===== src/rtl/wash_pkg.sv =====
// Shared types and helpers for the wash front-panel controller.
package wash_pkg;

    // Controller states.
    typedef enum logic [2:0] {
        IDLE  = 3'd0,
        ISSUE = 3'd1,
        RUN   = 3'd2,
        ABORT = 3'd3,
        DONE  = 3'd4,
        FAULT = 3'd5
    } wash_state_t;

    // Wash mode codes presented to the machine.
    localparam logic [1:0] MODE_0 = 2'd0;
    localparam logic [1:0] MODE_1 = 2'd1;
    localparam logic [1:0] MODE_2 = 2'd2;
    localparam logic [1:0] MODE_3 = 2'd3;

    // Width of a counter able to hold the largest of three cycle counts,
    // with one spare bit so the terminal value never wraps.
    function automatic int cnt_width(input int a, input int b, input int c);
        int m;
        m = a;
        if (b > m) m = b;
        if (c > m) m = c;
        return $clog2(m) + 1;
    endfunction

endpackage


===== src/rtl/key_edge.sv =====
// Registered rising-edge detector for one panel key.
module key_edge (
    input  logic clk,
    input  logic srst,
    input  logic key,
    output logic edge_pulse
);

    logic key_q_reg;

    // Key history; a held key yields one event since key_q follows it.
    always_ff @(posedge clk) begin
        if (srst) key_q_reg <= 1'b0;
        else      key_q_reg <= key;
    end

    assign edge_pulse = key & ~key_q_reg;

endmodule


===== src/rtl/wash_panel_ctrl.sv =====
// Front-panel initiator for the 4-mode washing machine: key handling,
// start/abort sequencing, timeout watchdog and status outputs.
module wash_panel_ctrl
    import wash_pkg::*;
#(
    parameter int TIMEOUT_CYCLES = 64,
    parameter int ABORT_CYCLES   = 2,
    parameter int DONE_HOLD      = 4
) (
    input  logic       clk,
    input  logic       rst,
    input  logic       key_mode,
    input  logic       key_start,
    input  logic       key_cancel,
    input  logic       mc_done,
    output logic       mc_start,
    output logic [1:0] mc_mode,
    output logic       mc_rst,
    output logic [1:0] sel_mode,
    output logic       busy,
    output logic       done_led,
    output logic       error
);

    localparam int CW = cnt_width(TIMEOUT_CYCLES, ABORT_CYCLES, DONE_HOLD);

    localparam logic [CW-1:0] TIMER_LAST = CW'(TIMEOUT_CYCLES - 1);
    localparam logic [CW-1:0] ABORT_LOAD = CW'(ABORT_CYCLES - 1);
    localparam logic [CW-1:0] DONE_LOAD  = CW'(DONE_HOLD - 1);

    // Key index order within the edge vector.
    localparam int K_MODE   = 0;
    localparam int K_START  = 1;
    localparam int K_CANCEL = 2;

    logic [2:0] keys;
    logic [2:0] key_edges;

    wash_state_t state_reg, state_next;
    logic [1:0]    sel_mode_reg, sel_mode_next;
    logic [1:0]    mc_mode_reg, mc_mode_next;
    logic [CW-1:0] timer_reg, timer_next;
    logic [CW-1:0] cnt_reg, cnt_next;
    logic          fault_rst_reg, fault_rst_next;

    assign keys = {key_cancel, key_start, key_mode};

    genvar gi;
    generate
        for (gi = 0; gi < 3; gi++) begin : g_key
            key_edge u_key_edge (
                .clk        (clk),
                .srst       (rst),
                .key        (keys[gi]),
                .edge_pulse (key_edges[gi])
            );
        end
    endgenerate

    // State and datapath registers.
    always_ff @(posedge clk) begin
        if (rst) begin
            state_reg     <= IDLE;
            sel_mode_reg  <= MODE_0;
            mc_mode_reg   <= MODE_0;
            timer_reg     <= '0;
            cnt_reg       <= '0;
            fault_rst_reg <= 1'b0;
        end else begin
            state_reg     <= state_next;
            sel_mode_reg  <= sel_mode_next;
            mc_mode_reg   <= mc_mode_next;
            timer_reg     <= timer_next;
            cnt_reg       <= cnt_next;
            fault_rst_reg <= fault_rst_next;
        end
    end

    // Next-state logic and Moore output decode.
    always_comb begin
        state_next     = state_reg;
        sel_mode_next  = sel_mode_reg;
        mc_mode_next   = mc_mode_reg;
        timer_next     = timer_reg;
        cnt_next       = cnt_reg;
        fault_rst_next = fault_rst_reg;

        mc_start = 1'b0;
        mc_rst   = 1'b0;
        busy     = 1'b0;
        done_led = 1'b0;
        error    = 1'b0;

        case (state_reg)
            IDLE: begin
                // A simultaneous start uses the pre-increment selection.
                if (key_edges[K_MODE])
                    sel_mode_next = sel_mode_reg + 2'd1;
                if (key_edges[K_START]) begin
                    mc_mode_next = sel_mode_reg;
                    state_next   = ISSUE;
                end
            end
            ISSUE: begin
                mc_start   = 1'b1;
                busy       = 1'b1;
                timer_next = '0;
                state_next = RUN;
            end
            RUN: begin
                mc_start   = 1'b1;
                busy       = 1'b1;
                timer_next = timer_reg + 1'b1;
                if (mc_done) begin
                    cnt_next   = DONE_LOAD;
                    state_next = DONE;
                end else if (key_edges[K_CANCEL]) begin
                    cnt_next   = ABORT_LOAD;
                    state_next = ABORT;
                end else if (timer_reg == TIMER_LAST) begin
                    cnt_next       = ABORT_LOAD;
                    fault_rst_next = 1'b1;
                    state_next     = FAULT;
                end
            end
            ABORT: begin
                mc_rst = 1'b1;
                busy   = 1'b1;
                if (cnt_reg == '0) state_next = IDLE;
                else               cnt_next   = cnt_reg - 1'b1;
            end
            DONE: begin
                done_led = 1'b1;
                if (cnt_reg == '0) state_next = IDLE;
                else               cnt_next   = cnt_reg - 1'b1;
            end
            FAULT: begin
                error  = 1'b1;
                mc_rst = fault_rst_reg;
                // Abort pulse to the machine runs first; error then latches.
                if (fault_rst_reg) begin
                    if (cnt_reg == '0) fault_rst_next = 1'b0;
                    else               cnt_next       = cnt_reg - 1'b1;
                end
                if (key_edges[K_CANCEL]) begin
                    fault_rst_next = 1'b0;
                    state_next     = IDLE;
                end
            end
            default: state_next = IDLE;
        endcase
    end

    assign sel_mode = sel_mode_reg;
    assign mc_mode  = mc_mode_reg;

endmodule


===== config.mk =====
export PLATFORM = sky130hd
export DESIGN_NAME = wash_panel_ctrl
export DESIGN_NICKNAME = d
export VERILOG_FILES = /design/src/rtl/wash_pkg.sv /design/src/rtl/key_edge.sv /design/src/rtl/wash_panel_ctrl.sv
export SDC_FILE = /design/constraint.sdc
export NUM_CORES = 1
export LEC_CHECK = 0
export CAP_MARGIN = 25
export CORE_MARGIN = 2
export CORE_UTILIZATION = 50
export DETAILED_ROUTE_END_ITERATION = 10
export PLACE_DENSITY = 0.71
export SETUP_SLACK_MARGIN = 0.5
export SYNTH_ARGS = -nofsm -noshare
export SYNTH_HDL_FRONTEND = slang
export SYNTH_SLANG_ARGS = --single-unit

===== constraint.sdc =====
create_clock -name clk -period 2 [get_ports clk]
set_clock_uncertainty 0.15 [all_clocks]
set_input_delay 0.4 -clock clk [delete_from_list [all_inputs] [get_ports clk]]
set_output_delay 0.4 -clock clk [all_outputs]
set_load 0.01 [all_outputs]

==> results.tsv, run 1 <==
metric	value	unit
detail_route.wl_per_cell	20.08	um
clock_tree.htree_level_count	1	
antenna_cells_inserted	0	
port_bufs	14	
rr_worst_depth	5	
clk_pin_slew	0.15	ns
placement_rows	19	
final_common_cell	buf_4	
avgSynthCellArea	8.056	um^2
power.combinational.fraction	66.8	%
die_height	58.89	um
layoutNonFillerInstCount	283	
p_switching	1125	uW
fp.dieArea	0.003468	mm^2
setup_viol	0	
cts_hold_buf	0	
crit_buf_inv	3	
grt_pass1_vias	1779	
die_w	58.89	um
power_report.internal_total	1587	uW
critPathMaxStageDelay	0.38	ns
grt_max_degree	14	
post_synth_inst_count	187	
setup.worst_path.class	flop to output pin	
path_cells	buf_6 > buf_6 > nor3b_4 > or2_4 > buf_6	
seq_area_frac_synth	33.22	%
worst_reg2reg_setup_slack	0.07	ns
cts_tree	yes	
power.sequential.fraction	24.4	%
cts-buffers-inserted	3	
p_sw_share	41.47	%
number_of_synthesized_flops_with_an_enable_pin	0	
io_pins	15	
max_cap_violations	0	
dr_total_vias	1866	
syn_warnings	0	
outcome	finished, violations left	
postSynth.asyncResetShare	0	%
final_design_area_no_fill	0.002456	mm^2
insertion_delay_to_the_later_sink_of_the_worst_skew_pair	0.33	ns
post_synth_instance_area	0.001506	mm^2
yosys_most_used_dff	dfxtp_1	
cts_num_sinks	25	
grt.total_usage	31.28	%
slew-limit-headroom	74.94	%
synthToLayoutAreaGrowth	63.04	%
drt_iter0_drc	190	
slew_viol_final	0	
worst_setup_path_start_kind	flop	
cp_top_family	flip-flops	
layout_common_cells	buf_4 (32), buf_6 (25), nand2_1 (23), dfxtp_1 (14), nor2_1 (10)	
detailedRoute.firstPassIterationCount	8	
violated_checks	DRC	
synth_cell_types	51	
regToRegStartpoint	timer_reg[1]	
crit_path_top_delay_cell	dfxtp_4	
r2r-end	cnt_reg[0]	
total_power_after_layout	2712	uW
routabilityCongestion	0.8438	
flop_and_latch_count_out_of_synthesis	25	
timing.hold.worst.start	mc_mode[0]	
hold_path_class	flop to flop	
final_period_minus_worst_setup_slack	1.936	ns
timing.fmax	516.6	MHz
whs_path_depth	2	
cts_max_path_buffers	2	
cellPowerDensity	1104	mW/mm^2
finalWirelength	5683	um
p_leak	0.001013	uW
rsz0062_at_grt	yes	
syn-num-nets	198	
final.period_utilization	96.78	%
coreArea	0.002805	mm^2
worstPathRequired	1.45	ns
tightestPinTransition	0.3664	ns
vdd_drop_max	0.8773	mV
placed_cells_incl_taps	249	
overflow	0	
timing_hold_violations_final	0	
drc_errors	1	
placed_cell_area	0.001908	mm^2
whs_endpoint	mc_mode[0]	
critPathMostFrequentCell	buf_6	
layout-drive-gt1-share	46.83	%
grt_antenna_before_repair	0	
initial_core_util	53.70	%
path_max_fanout	3	
setup.worst_path.end_class	output pin	
finalCoreUtilization	87.56	%
final_antenna_net_count	0	
layout.nets	264	
cts_root_buffer	clkbuf_4	
power.clock.fraction	8.9	%
vias_per_cell	6.594	
place.detailed.hpwl	2853	um
first_pass_grt_wire_length	8238	um
cp.arrival	1.39	ns
[cell families after synthesis]
logic type | Yosys count | synth area share, %
muxes | 4 | 2.741
adders and majority gates | 5 | 4.153
buffers and inverters | 19 | 4.900
and+or+nand+nor | 77 | 27.58
AOI/OAI and AO/OA | 54 | 25.67
xor gates and xnor gates | 3 | 1.745
DFF | 25 | 33.22
[power by group through the flow]
stage | logic (uW) | registers [uW] | clock network, uW
finish | 1810 | 661 | 240
global route | 1910 | 668 | 262
CTS | 1480 | 649 | 242
detailed placement | 1160 | 672 | 0
global placement | 1140 | 668 | 0
floorplan | 795 | 639 | 0
[per-stage QoR]
step                      setup slack [ns]  hold WS, ns  TNS, ns
final                              0.06437       0.3189        0
after global routing             0.0006748       0.3433        0
after CTS                          0.08575       0.2830        0
after detailed placement           -0.2099       0.3039   -1.346
after global placement             -0.1710       0.2977   -1.010
after floorplan                    0.09649       0.3157        0
[area by class of cell]
class,count,area [um^2]
Clock buffer,4,26.28
Fill cell,122,349.1
Inverter,10,37.54
Multi-Input combinational cell,143,1194
Sequential cell,25,526.8
Tap cell,31,38.79
Timing Repair Buffer,70,633.1
[synth_stat cells (2+ instances only)]
master     instances  area [um^2]
a211oi_1           2        15.01
a21oi_1           12        60.06
a221oi_1           5        43.79
a22oi_1            2        15.01
a2bb2oi_1          2        17.52
a41oi_1            2        17.52
and3_1             2        12.51
buf_2              2        10.01
clkbuf_1           6        22.52
dfxtp_1           25        500.5
ha_1               5        62.56
inv_1              9        33.78
mux2i_1            3        30.03
nand2_1           24        90.09
nand2b_1           2        12.51
nand3_1            5        25.02
nand3b_1           3        22.52
nor2_1            10        37.54
nor2b_1            9        56.30
nor3_1             4        20.02
nor3b_1            3        22.52
o211ai_1           2        15.01
o21ai_0            8        40.04
o31ai_1            2        15.01
o32ai_1            7        61.31
or2_2              3        18.77
or3_1              3        18.77
xor2_1             2        17.52
[metal layers]
layer	vias to the layer above	GRT usage, %	wire (um)
li1	819	-	-
met1	878	38.71	2215
met2	134	52.54	2774
met3	35	5.275	478
met4	0	14.94	216
met5	-	0	0
[worst min-delay path, delay by kind of cell (launching register included)]
family | cells | cell delay (ns)
flip-flops | 1 | 0.35
AO/OA/AOI/OAI | 1 | 0.05
AND/OR/NAND/NOR | 1 | 0.05
[how the worst max path moves through the flow]
stage                              end  cells after the start          from  slack (ns)
after global placement      cnt_reg[0]                      6    key_cancel       -0.17
final                             busy                      5  state_reg[2]        0.06
after floorplan           state_reg[0]                      6  timer_reg[1]         0.1
after global routing        cnt_reg[6]                      6  state_reg[1]      0.0007
after CTS                   cnt_reg[0]                      5  timer_reg[1]        0.09
after detailed placement    cnt_reg[2]                      6    key_cancel       -0.21
[repair_timing]
item,in CTS,in global routing
setup endpoints to repair,27,29
gates resized for setup,70,34
pin swaps,16,12
buffers inserted,23,7
No activity file was read; power rests on OpenSTA's default activity.
==> inputs of run 2 (changes only) <==
Settings changed: ABC_CLOCK_PERIOD_IN_PS set to 2000.
==> results of run 2 <==
Final layout, timing and power as in run 1 (identical DEF).
==> inputs of run 3 (changes only) <==
Settings changed: ABC_CLOCK_PERIOD_IN_PS 2000 to 1750, CORE_UTILIZATION 50 to 55, DONT_BUFFER_PORTS set to 1, PLACE_DENSITY 0.71 to 0.78.
Clock period 2 ns to 1.75 ns, I/O delays scaled along.
==> run 3 against run 2 <==
The run now fails in global routing (5_1_grt). Synthesized cell count did not move. Synthesized area unchanged.
==> results.tsv, run 3 <==
metric	value	unit
placement_rows	18	
synth_top_cells_by_count	dfxtp_1 (25), nand2_1 (24), a21oi_1 (12), nor2_1 (10)	
cell_types_occupying_the_most_area_after_synthesis	dfxtp_1 (33%), nand2_1 (6.0%), ha_1 (4.2%), o32ai_1 (4.1%), a21oi_1 (4.0%)	
timing.grt.repair.worst_endpoint	cnt_reg[5]$_SDFFE_PP0P_/D	
cts_num_sinks	25	
place.detailed.hpwl	2933	um
post_synth_inst_count	187	
die_height	56.34	um
avgSynthCellArea	8.056	um^2
syn-num-nets	198	
seq_area_frac_synth	33.22	%
grt.total_usage	75.60	%
cts-buffers-inserted	3	
error_line	[ERROR GRT-0232] Routing congestion too high. Check the congestion heatmap in the GUI.	
initial_core_util	59.19	%
synth_largest_type_area_fraction	33.22	%
cts_root_buffer	clkbuf_4	
outcome	aborted with a tool error	
cts_max_path_buffers	2	
post_synth_instance_area	0.001506	mm^2
grt_max_degree	20	
overflow	69	
postSynth.asyncResetShare	0	%
port_bufs	0	
post-synth-top-area-cell	dfxtp_1	
clock_tree.htree_level_count	1	
yosys_most_used_dff	dfxtp_1	
synth.most_common_cell	dfxtp_1	
synth_cell_types	51	
flop_and_latch_count_out_of_synthesis	25	
timing.worst_endpoint.kind	register data pin	
number_of_synthesized_flops_with_an_enable_pin	0	
last_stage_reached	global routing (5_1_grt)	
syn_warnings	0	
die_w	56.34	um
routabilityCongestion	0.9239	
io_pins	15	
==> run 3: cell counts after synthesis <==
No cell type changed its count.
==> run 3: layer usage <==
layer | track usage, % | GRT overflow
met5 | 7.143 | 0
met4 | 87.41 | 32
met3 | 46.54 | 0
met2 | 94.45 | 37
met1 | 78.13 | 0
==> run 3: cell families after synthesis <==
| logic type | count (synthesis) | synth area share [%] |
|---|---|---|
| multiplexers | 4 | 2.741 |
| AO/OA/AOI/OAI | 54 | 25.67 |
| flip-flops | 25 | 33.22 |
| buffers and inverters | 19 | 4.900 |
| AND/OR/NAND/NOR | 77 | 27.58 |
| adder cells (fa/ha/maj) | 5 | 4.153 |
| XOR/XNOR | 3 | 1.745 |
==> run 3: stage by stage <==
stage / TNS [ns] / hold slack [ns] / area [um^2] / worst slack (ns) / cells
2_1_floorplan: -0.7727 / 0.3157 / 1648 / -0.1535 / 187
3_3_place_gp: -0.6308 / 0.2692 / 1904 / -0.1210 / 250
3_5_place_dp: -1.072 / 0.2691 / 1904 / -0.1769 / 250
4_1_cts: -1.492 / 0.01150 / 2336 / -0.1734 / 269
==> run 3: what timing repair did <==
action / CTS
cloned: 0
setup endpoints to repair: 31
pin swaps: 31
setup buffers: 11
hold endpoints to repair: 19
hold buffers: 4
resized for setup: 65
==> inputs of run 4 (changes only) <==
Settings changed: ABC_CLOCK_PERIOD_IN_PS 1750 to 2270, CORE_UTILIZATION 55 to 40, PLACE_DENSITY 0.78 to unset, PLACE_DENSITY_LB_ADDON set to 0.15, SETUP_SLACK_MARGIN 0.5 to unset.
Clock period 1.75 ns to 2.27 ns, I/O delays scaled along.
==> run 4 against run 3 <==
The run now ends clean.
==> results.tsv, run 4 (synthesized netlist as in run 1, its figures left out) <==
metric	value	unit
outcome	finished, final reports clean	
coreArea	0.003633	mm^2
initial_core_util	41.46	%
cp.arrival	1.59	ns
crit_buf_inv	2	
finalWirelength	3623	um
fp.dieArea	0.004273	mm^2
worst_setup_path_start_kind	flop	
insertion_delay_to_the_later_sink_of_the_worst_skew_pair	0.27	ns
highest-signal-layer	met4	
layout_common_cells	nand2_1 (24), dfxtp_1 (24), a21oi_1 (12), nor2_1 (10), buf_4 (10)	
cts-buffers-inserted	3	
layout.nets	204	
critPathMaxStageDelay	0.51	ns
slew_viol_final	0	
vias_per_cell	5.954	
synthToLayoutAreaGrowth	11.30	%
drc_errors	0	
setup.worst_path.end_class	output pin	
grt_pass1_vias	1421	
layoutNonFillerInstCount	240	
p_leak	0.0005935	uW
place.detailed.hpwl	2501	um
rsz0062_at_grt	no	
met3_length	142	um
final.period_utilization	96.76	%
overflow	0	
final_period_minus_worst_setup_slack	2.197	ns
hold_path_class	primary input to flop	
detail_route.wl_per_cell	15.10	um
met2RoutedLength	1669	um
wirelength_met1	1749	um
cts_num_sinks	25	
grt.total_usage	18.81	%
setup_viol	0	
final_antenna_net_count	0	
dr_total_vias	1429	
final_design_area_no_fill	0.001677	mm^2
setup.worst_path.class	flop to output pin	
die_w	65.37	um
crit_path_top_delay_cell	dfxtp_1	
fin_setup_tns	0	ns
drt_iter0_drc	76	
worstPathRequired	1.67	ns
port_bufs	0	
antenna_cells_inserted	0	
cts_max_path_buffers	2	
cts_root_buffer	clkbuf_8	
clk_pin_slew	0.09	ns
slew-limit-headroom	62.60	%
placement_rows	22	
cts_setup_buffers	0	
path_max_fanout	11	
timing.fmax	455.3	MHz
layout-drive-gt1-share	14.58	%
path_cells	buf_4 > inv_1 > ha_1 > or2_2	
grt_antenna_before_repair	0	
timing_hold_violations_final	0	
placed_cell_area	0.001605	mm^2
tightestPinTransition	0.5567	ns
vdd_drop_max	0.6102	mV
finalCoreUtilization	46.14	%
die_height	65.37	um
detailedRoute.firstPassIterationCount	4	
routabilityCongestion	0.8494	
cp_top_family	flip-flops	
placed_cells_incl_taps	236	
first_pass_grt_wire_length	6368	um
io_pins	15	
cts_tree	yes	
clock_tree.htree_level_count	1	
max_cap_violations	0	
cellPowerDensity	1003	mW/mm^2
grt_max_degree	27	
## run 4: worst paths after layout
kind                                    from                             to  slack, ns  cells past startpoint
worst min register to register    mc_mode[1]                     mc_mode[1]       0.35                      2
worst max-delay path            state_reg[2]                           busy       0.07                      4
worst min-delay path                     rst  g_key[1].u_key_edge.key_q_reg       0.08                      1
worst max register to register  state_reg[1]                     cnt_reg[4]       0.12                      5
## run 4: power breakdown
| part | total (uW) | internal [uW] | switching, uW | leakage [uW] |
|---|---|---|---|---|
| Clock | 278 | 125 | 153 | 0.0000217 |
| Sequential | 582 | 494 | 87.9 | 0.000204 |
| Combinational | 823 | 366 | 456 | 0.000368 |
## run 4: what timing repair did
item | in CTS | in global routing
hold buffers | 0 | 0
endpoints found under the setup margin | 0 | 7
resized for setup | 0 | 6
## run 4: cell type report
| type | count | area [um^2] |
|---|---|---|
| clock buffers | 3 | 41.29 |
| repair buffers | 10 | 75.07 |
| multi-input cells | 143 | 953.4 |
| clock inverters | 1 | 7.507 |
| well taps | 48 | 60.06 |
| flip-flops and latches | 25 | 501.7 |
| inverters | 10 | 37.54 |
| fillers | 373 | 1957 |
## run 4: worst register-to-register path: cells and delay by family, from the launching register on
family | cells | cell delay [ns]
buffers and inverters | 1 | 0.15
adders and majority gates | 1 | 0.32
AOI/OAI and AO/OA | 3 | 0.92
DFF | 1 | 0.51
## run 4: metrics by stage
stage | hold WS, ns | power [uW] | worst slack, ns
after floorplan | 0.3124 | 1172 | 0.1785
after global placement | 0.3293 | 1363 | 0.1427
after detailed placement | 0.3422 | 1376 | 0.1195
after CTS | 0.07521 | 1661 | 0.08482
after global routing | 0.06990 | 1815 | 0.006278
final | 0.08424 | 1682 | 0.07348
## run 4: per-layer routing
metal  vias up  global-route usage [%]
li1        698                       -
met1       685                   24.71
met2        40                   29.85
met3         6                   3.082
met4         0                   9.375
met5         -                       0
